<file path="src/rtl/mpmc10_pkg.sv">
// Shared types and constants for the mpmc10 memory controller.
package mpmc10_pkg;

  // Bytes moved by one app beat; command addresses are aligned to this.
  localparam int STRIP_BYTES = 16;

  // app_cmd encodings.
  localparam logic [2:0] CMD_READ  = 3'd1;
  localparam logic [2:0] CMD_WRITE = 3'd0;

  // Strip sequencer states.
  typedef enum logic [2:0] {
    IDLE,
    PRESET,
    WRITE,
    READ_CMD,
    READ_WAIT,
    DONE
  } state_t;

endpackage

</file>
<file path="src/rtl/mpmc10_strip_counter.sv">
// Strip command address register plus independent issue and return counters.
module mpmc10_strip_counter
  import mpmc10_pkg::*;
#(
  parameter int STRIP_W = 6
) (
  input  logic               clk,
  input  logic               rst,
  input  logic               load,       // load aligned address, clear both counts
  input  logic [31:0]        load_addr,
  input  logic               step,       // advance one strip, count one issued command
  input  logic               ret_inc,    // count one returned strip
  output logic [31:0]        addr,
  output logic [STRIP_W-1:0] issue_cnt,
  output logic [STRIP_W-1:0] ret_cnt
);

  // Clearing the low bits keeps every command strip-aligned; the add wraps
  // modulo 2^32 and the carry out is simply lost.
  localparam logic [31:0] STRIP_MASK = ~(32'(STRIP_BYTES) - 32'd1);

  // Address and counters update on load, step and return events.
  always_ff @(posedge clk) begin
    // NOTE: sequential state uses non-blocking assignments so every register
    // samples pre-edge values and simulation matches the synthesized flops.
    if (rst) begin
      addr      <= 32'h1FFF_FFFF;
      issue_cnt <= '0;
      ret_cnt   <= '0;
    end else begin
      if (load) begin
        addr      <= load_addr & STRIP_MASK;
        issue_cnt <= '0;
        ret_cnt   <= '0;
      end else begin
        if (step) begin
          addr      <= (addr & STRIP_MASK) + 32'(STRIP_BYTES);
          issue_cnt <= issue_cnt + STRIP_W'(1);
        end
        if (ret_inc) begin
          ret_cnt <= ret_cnt + STRIP_W'(1);
        end
      end
    end
  end

endmodule

</file>
<file path="src/rtl/mpmc10_strip_sequencer.sv">
// Turns one write strip or one read burst into DDR app commands and returns
// read strips tagged with their index.
module mpmc10_strip_sequencer
  import mpmc10_pkg::*;
#(
  parameter int STRIP_W = 6
) (
  input  logic               clk,
  input  logic               rst,
  input  logic               calib_complete,
  input  logic               req_valid,
  output logic               req_ready,
  input  logic               req_we,
  input  logic [31:0]        req_adr,
  input  logic [STRIP_W-1:0] req_num_strips,
  input  logic [127:0]       req_wdata,
  input  logic [15:0]        req_wmask,
  output logic               app_en,
  output logic [2:0]         app_cmd,
  output logic [31:0]        app_addr,
  input  logic               app_rdy,
  output logic               app_wdf_wren,
  output logic               app_wdf_end,
  output logic [127:0]       app_wdf_data,
  output logic [15:0]        app_wdf_mask,
  input  logic               app_wdf_rdy,
  input  logic               app_rd_data_valid,
  input  logic [127:0]       app_rd_data,
  output logic               resp_valid,
  output logic [127:0]       resp_data,
  output logic [STRIP_W-1:0] resp_strip,
  output logic               resp_done,
  output logic               busy
);

  state_t               state;
  logic                 lat_we;
  logic [31:0]          lat_adr;
  logic [STRIP_W-1:0]   lat_num;
  logic [STRIP_W-1:0]   issue_cnt;
  logic [STRIP_W-1:0]   ret_cnt;
  logic                 accept;
  logic                 cmd_hs;
  logic                 wdf_hs;
  logic                 last_issue;
  logic                 in_read;
  logic                 ret_beat;
  logic                 cnt_step;

  assign req_ready   = (state == IDLE) && calib_complete;
  assign accept      = req_valid && req_ready;
  assign cmd_hs      = app_en && app_rdy;
  assign wdf_hs      = app_wdf_wren && app_wdf_rdy;
  assign last_issue  = (issue_cnt == lat_num);
  assign in_read     = (state == READ_CMD) || (state == READ_WAIT);
  // Returns are only meaningful while a read is in flight; elsewhere they are dropped.
  assign ret_beat    = in_read && app_rd_data_valid;
  assign cnt_step    = (state == READ_CMD) && cmd_hs && !last_issue;
  assign app_wdf_end = app_wdf_wren;

  mpmc10_strip_counter #(
    .STRIP_W (STRIP_W)
  ) u_counter (
    .clk       (clk),
    .rst       (rst),
    .load      (state == PRESET),
    .load_addr (lat_adr),
    .step      (cnt_step),
    .ret_inc   (ret_beat),
    .addr      (app_addr),
    .issue_cnt (issue_cnt),
    .ret_cnt   (ret_cnt)
  );

  // Transaction FSM: request latch, registered app command/write-data drivers, completion pulse.
  always_ff @(posedge clk) begin
    if (rst) begin
      state        <= IDLE;
      lat_we       <= 1'b0;
      lat_adr      <= '0;
      lat_num      <= '0;
      app_en       <= 1'b0;
      app_cmd      <= CMD_WRITE;
      app_wdf_wren <= 1'b0;
      app_wdf_data <= '0;
      app_wdf_mask <= '0;
      resp_done    <= 1'b0;
      busy         <= 1'b0;
    end else begin
      resp_done <= 1'b0;
      unique case (state)
        IDLE: begin
          if (accept) begin
            lat_we       <= req_we;
            lat_adr      <= req_adr;
            lat_num      <= req_we ? '0 : req_num_strips;
            app_wdf_data <= req_wdata;
            app_wdf_mask <= req_wmask;
            busy         <= 1'b1;
            state        <= PRESET;
          end
        end
        PRESET: begin
          app_en       <= 1'b1;
          app_cmd      <= lat_we ? CMD_WRITE : CMD_READ;
          app_wdf_wren <= lat_we;
          state        <= lat_we ? WRITE : READ_CMD;
        end
        WRITE: begin
          // Command and data channels retire independently; leave once both have.
          if (cmd_hs) app_en       <= 1'b0;
          if (wdf_hs) app_wdf_wren <= 1'b0;
          if ((cmd_hs || !app_en) && (wdf_hs || !app_wdf_wren)) begin
            resp_done <= 1'b1;
            state     <= DONE;
          end
        end
        READ_CMD: begin
          if (cmd_hs && last_issue) begin
            app_en <= 1'b0;
            state  <= READ_WAIT;
          end
        end
        READ_WAIT: begin
          if (app_rd_data_valid && (ret_cnt == lat_num)) begin
            resp_done <= 1'b1;
            state     <= DONE;
          end
        end
        DONE: begin
          busy  <= 1'b0;
          state <= IDLE;
        end
        default: state <= IDLE;
      endcase
    end
  end

  // Registered copy of each accepted read return, tagged with its strip index.
  always_ff @(posedge clk) begin
    if (rst) begin
      resp_valid <= 1'b0;
      resp_data  <= '0;
      resp_strip <= '0;
    end else begin
      resp_valid <= ret_beat;
      if (ret_beat) begin
        resp_data  <= app_rd_data;
        resp_strip <= ret_cnt;
      end
    end
  end

endmodule

</file>
<file path="config.mk">
export PLATFORM = sky130hd
export DESIGN_NAME = mpmc10_strip_sequencer
export DESIGN_NICKNAME = d
export VERILOG_FILES = /design/src/rtl/mpmc10_pkg.sv /design/src/rtl/mpmc10_strip_counter.sv /design/src/rtl/mpmc10_strip_sequencer.sv
export SDC_FILE = /design/constraint.sdc
export NUM_CORES = 1
export LEC_CHECK = 0
export CORE_AREA = 2 2 247 249
export CTS_CLUSTER_SIZE = 24
export DETAILED_ROUTE_END_ITERATION = 8
export DIE_AREA = 0 0 249 251
export GPL_TIMING_DRIVEN = 0
export SLEW_MARGIN = 40
export SYNTH_ARGS = -nofsm -noshare
export SYNTH_HDL_FRONTEND = slang
export SYNTH_SLANG_ARGS = --single-unit
</file>
<file path="constraint.sdc">
create_clock -name clk -period 1.8 [get_ports clk]
set_input_delay 0.36 -clock clk [delete_from_list [all_inputs] [get_ports clk]]
set_output_delay 0.36 -clock clk [all_outputs]
set_load 0.1 [all_outputs]
</file>
; ---- Word-level counts from Yosys, hierarchy flattened
; Cells that the tools add are included.
; Widths: inputs -> output; s select.
[word_totals]
regBits = 372
latch_bits = 0
mem_bits_rw = 0
romBits = 0
input_bits = 318
wordCells = 80
mem_count = 0
[op_classes]
n_addsub = 3
multipliers = 0
div_mod_pow = 0
order_cmp = 0
eq_ne = 13
shift = 0
n_mux = 20
n_bitwise = 0
n_reduce_logical = 27
[ops]
columns = cell, n
row1 = $mux 32, 2
row2 = $add 32x5->32 const B, 1
row3 = $pmux 3 s5, 1
row4 = $add 6x1->6 const B, 2
row5 = $eq 6x6->1, 2
row6 = $mux 3, 4
row7 = $logic_and 1x1->1, 10
row8 = $mux 1, 8
row9 = $ne 2x2->1 const B, 4
row10 = $eq 3x2->1 const B, 2
row11 = $eq 3x3->1 const B, 2
row12 = $mux 6, 1
row13 = $pmux 1 s2, 3
row14 = $reduce_and 2->1, 3
row15 = $reduce_bool 2->1, 3
row16 = $ne 2x1->1 const B, 2
row17 = $reduce_and 4->1, 1
row18 = $eq 3x1->1 const B, 1
row19 = $logic_not 1->1, 3
row20 = $logic_not 3->1, 1
row21 = $logic_or 1x1->1, 3
row22 = $pmux 1 s3, 1
row23 = $reduce_and 3->1, 1
row24 = $reduce_bool 3->1, 1
row25 = $reduce_or 2->1, 1

; ---- Longest topological paths before layout
[logic_depth]
depth_word = 5
mapped_depth = 7
depth_no_buf = 6

; ---- Modules after synthesis
; From an unflattened synthesis, not the netlist that was laid out.
[unflattened]
hier_cells = 1713
area_unflattened_um2 = 13798.2
[by_module_without_submodules]
columns = mod, instances, cells_each, area_per_inst_um2, seq_area_each_um2
row1 = mpmc10_strip_sequencer, 1, 1454, 11507.3, 6526.3
row2 = mpmc10_strip_counter, 1, 259, 2290.9, 820.8

; ---- Worst setup path before layout
; OpenSTA, ideal clock, no wires.
[synth_path]
path_type = register to register
from = reg state[2]
to = reg app_wdf_data[35]
setup_time_ns = 0.132
arrival_time_ns = 3.296
required_ns = 1.668
slack_ns = -1.628
stages_incl_launch_ff = 7
cell_sequence = dfxtp_1 -> nor4b_2 -> nand2_1 -> clkbuf_1 -> clkbuf_1 -> nand2_1 -> a21oi_1
[synth_between]
elab_chain_cells = 4
[synth_lines]
columns = element, line_no
row1 = from (decl), mpmc10_strip_sequencer.sv:36  ; state_t state;
row2 = from (signal assigned), mpmc10_strip_sequencer.sv:107  ; state <= lat_we ? WRITE : READ_CMD;
row3 = $logic_not 3->1, mpmc10_strip_sequencer.sv:50  ; assign req_ready = (state == IDLE) && calib_complete;
row4 = $logic_and 1x1->1, mpmc10_strip_sequencer.sv:50
row5 = net req_ready, mpmc10_strip_sequencer.sv:12  ; output logic req_ready,
row6 = $logic_and 1x1->1, mpmc10_strip_sequencer.sv:51  ; assign accept = req_valid && req_ready;
row7 = $reduce_and 2->1 (no source line), -
row8 = to (signal assigned), mpmc10_strip_sequencer.sv:97  ; app_wdf_data <= req_wdata;
row9 = to (decl), mpmc10_strip_sequencer.sv:24  ; output logic [127:0] app_wdf_data,
; The timed path passes the listed nets, and every way through them passes these cells.
; A chain may end at the register's enable or synchronous reset.

; ---- Worst setup path after layout
[layout_path]
from = reg state[2]
to = out req_ready
[layout_between]
elab_chain_cells = 2
[layout_lines]
columns = element, line_no
row1 = $logic_not 3->1, mpmc10_strip_sequencer.sv:50
row2 = $logic_and 1x1->1, mpmc10_strip_sequencer.sv:50
row3 = to (decl), mpmc10_strip_sequencer.sv:12
; No other way between the ends.

==> run_results.csv <==
group,metric,value,unit
synthesis,synth_ff_type,"dfxtp_1",
global_route,grt.total_usage,0.173,
synthesis,synthArstFlopShare,0,
setup_path,critical_path_required,1.44,ns
clocking,cts_root_buf,"clkbuf_16",
global_route,grt_max_degree,14,
place,place_hpwl,44.2,mm
sta,fin_skew,0.0251,ns
power,power.density,1560,nW/µm²
finish,diodes,0,
status,violations,"negative setup slack",
clocking,clock_path_buffers,3,
floorplanning,fp.dieH,251,µm
sta,holdWs,0.324,ns
setup_path,critPathKind,"reg -> out",
synthesis,ys_ff_latch,363,
clocking,cts_tree,"yes",
flow_run,maxCapViolCount,0,
synthesis,synth_xor_area_frac,0.0195,
setup_path,critPathMaxFanout,4,
sta,rsz0062_at_grt,"true",
power,ir_worst_vdd,0.000792,V
synthesis,yosysWarnings,0,
worst_hold_path,hp-class,"in -> reg",
global_route,grt_pass1_vias,14266,
place,portBuffers,631,
clocking,clock_latency,0.58,ns
finish,area_growth,67.4,%
power,total_power,35800,µW
sta,slew_violations,0,
synthesis,synth.avg_cell_area,8.04,µm²
global_route,grt_antenna_before_repair,5,
setup_path,crit_path_start_kind,"register",
status,outcome,"complete, but fails checks",
clocking,path_clk_slew,0.06,ns
synthesis,syn_area,13700,µm²
routing,drtIter0Drc,652,
setup_path,r2r_start,"u_counter.addr[4]$_SDFFE_PP1P_",
sta,setup_violations,17,
routing,vias_per_cell,4.55,
floorplanning,io-pin-count,638,
floorplanning,start_util,0.229,
routing,firstDrtPassIters,7,
setup_path,r2r_cells,7,
floorplanning,dieArea,62500,µm²
floorplanning,rows,90,
synthesis,synth_fa_ha_area_frac,0.00274,
clocking,htreeDepth,2,
synthesis,synth_mux_area_frac,0.00704,
setup_path,cp-end-kind,"primary output",
routing,routed_wl,58.7,mm
global_route,grt_pass1_wl,83.8,mm
clocking,clock-sinks,363,
synthesis,synth_edf_count,0,
sta,hold_viol,0,
routing,vias,14799,
floorplanning,core,59800,µm²
floorplanning,die_w,249,µm
finish,drive_gt1_frac,0.279,
sta,final.setup.worst_slack,-0.126,ns
setup_path,r2r_end,"u_counter.addr[18]$_SDFFE_PP1P_",
synthesis,synth_cell_types,66,
synthesis,synth_top_family_by_area,"simple AND/OR/NAND/NOR gates",
sta,fmax,519,MHz
finish,nets,2765,
synthesis,synth_simple_gate_area_frac,0.232,
synthesis,ys_seq_area_frac,0.531,
setup_path,cp-endpoint,"req_ready",
sta,period_needed,1.93,ns
sta,min_period_over_period,1.07,
sta,relSlewSlack,0.539,
routing,wl_per_cell,18.0,µm
routing,drc,0,
setup_path,worstPathArrival,1.57,ns
sta,worst_pin_slew,0.691,ns
place,gp_congestion,0.899,
setup_path,rrSetupSlack,-0.09,ns
global_route,grt-ovfl-total,0,
routing,ant_nets,0,
power,leakage,0.00926,µW
setup_path,crit_start,"state[2]$_SDFFE_PP0P_",
finish,final_core_util,0.383,
clocking,cts_buffers,44,
synthesis,syn_inst,1704,
synthesis,synth_compound_area_frac,0.161,
power breakdown:
group	leakage (µW)	switching (µW)	internal, µW
sequential	0.00296	976	9280
clock	0.000689	3620	5240
combinational	0.00561	11900	4770
metal layers:
layer / vias up / global-route usage / part of all wire
met4: 8 / 0.0558 / 0.028
li1: 7160 / - / -
met2: 540 / 0.311 / 0.50
met1: 6990 / 0.190 / 0.39
met5: - / 0 / 0.00078
met3: 101 / 0.0579 / 0.080
cell families (layout without fill, tap and decap cells):
group	after synthesis	after routing
AND/OR/NAND/NOR	762	762
AO/OA/AOI/OAI	403	403
flip-flops	363	363
buffers and inverters	136	905
XOR/XNOR	27	27
multiplexers	9	9
adder cells (fa/ha/maj)	3	3
other	1	2
registers in the layout, indices dropped and copies added, names as in the netlist:
| signal | flops |
|---|---|
| app_wdf_mask | 16 |
| u_counter.issue_cnt | 6 |
| busy | 1 |
| app_wdf_data | 128 |
| lat_num | 6 |
| app_wdf_end | 1 |
| lat_adr | 28 |
| resp_done | 1 |
| state | 3 |
| app_cmd | 1 |
| u_counter.ret_cnt | 6 |
| resp_strip | 6 |
| app_en | 1 |
| u_counter.addr | 29 |
| resp_data | 128 |
| resp_valid | 1 |
| lat_we | 1 |
cells in the mapped netlist (all sizes together), types with 2 or more instances:
cell type / count / area [µm²]
and4: 4 / 38.8
nand3b: 7 / 65.1
o21a: 4 / 30.0
mux2i: 4 / 40.0
dfxtp: 363 / 7270
nor2: 21 / 95.1
and3: 16 / 101
xor2: 16 / 140
o21ai: 15 / 82.6
and2: 4 / 25.0
o31ai: 7 / 52.6
a2111oi: 3 / 27.5
nand3: 12 / 60.1
xnor2: 11 / 126
nand4: 12 / 100
or4: 7 / 52.6
ha: 3 / 37.5
a21oi: 330 / 1650
a21o: 5 / 37.5
buf: 46 / 256
a221oi: 2 / 17.5
nor4: 5 / 52.6
mux2: 5 / 56.3
o211ai: 11 / 82.6
o2111ai: 10 / 93.8
nand2b: 2 / 12.5
a31oi: 4 / 25.0
nor3: 16 / 80.1
clkbuf: 82 / 332
inv: 7 / 26.3
nand2: 653 / 2460
o41ai: 2 / 17.5
o311a: 3 / 30.0
metrics by stage:
stage          setup TNS (ns)  instances  area [µm²]  setup WS (ns)
5_1_grt                 -9.46       3256       22900         -0.188
2_1_floorplan         -103.66       1705       14100         -0.628
3_5_place_dp          -261.60       3118       19800          -1.26
4_1_cts                 -1.96       3213       21800         -0.186
6_report               -0.406       3256       22900         -0.126
3_3_place_gp          -305.53       3118       21400          -1.22
area by class of cell:
class	instances	area [µm²]
fillers	5976	36900
flip-flops and latches	363	7390
multi-input cells	1206	6280
repair buffers	694	5640
clock buffers	60	1270
plain buffers	128	1170
well taps	782	978
clock inverters	16	163
inverters	7	26.3
cells in the final DEF, fill, tap and decap left out, types with 16 or more instances in the layout:
cell             count
clkbuf_4            17
clkdlybuf4s50_1    313
buf_2              284
buf_8               19
nor2_1              18
buf_4               85
clkbuf_1            30
xor2_1              16
dfxtp_1            320
clkbuf_16           60
buf_6               27
dfxtp_2             16
dfxtp_4             27
clkbuf_8            22
nand2_1            636
a21oi_1            301
clkbuf_2            16
a21oi_2             29
worst max-delay path, stage by stage, from the launching register on:
cell	delay, ns
dfxtp_4	0.36
nor4b_4	0.27
buf_6	0.17
buf_12	0.18
timing repair:
action / CTS / global route
resized for setup: 127 / 187
setup buffers: 19 / 30
endpoints found under the setup margin: 394 / 276
cloned: 0 / 14
pin swaps: 16 / 81
endpoints found under the hold margin: 0 / 0
hold buffers: 0 / 0
worst min path at each step:
stage,to,depth (start not counted),from
6_report,app_wdf_data[36]$_SDFFE_PP0P_,3,req_wdata[36]
5_1_grt,app_wdf_data[36]$_SDFFE_PP0P_,3,req_wdata[36]
4_1_cts,app_wdf_data[44]$_SDFFE_PP0P_,3,req_wdata[44]
3_5_place_dp,resp_data[104]$_SDFFE_PP0P_,2,resp_data[104]$_SDFFE_PP0P_
3_3_place_gp,resp_data[26]$_SDFFE_PP0P_,2,resp_data[26]$_SDFFE_PP0P_
2_1_floorplan,lat_adr[29]$_SDFFE_PP0P_,2,lat_adr[29]$_SDFFE_PP0P_
Note: power is estimated with default switching activity, not from simulation.
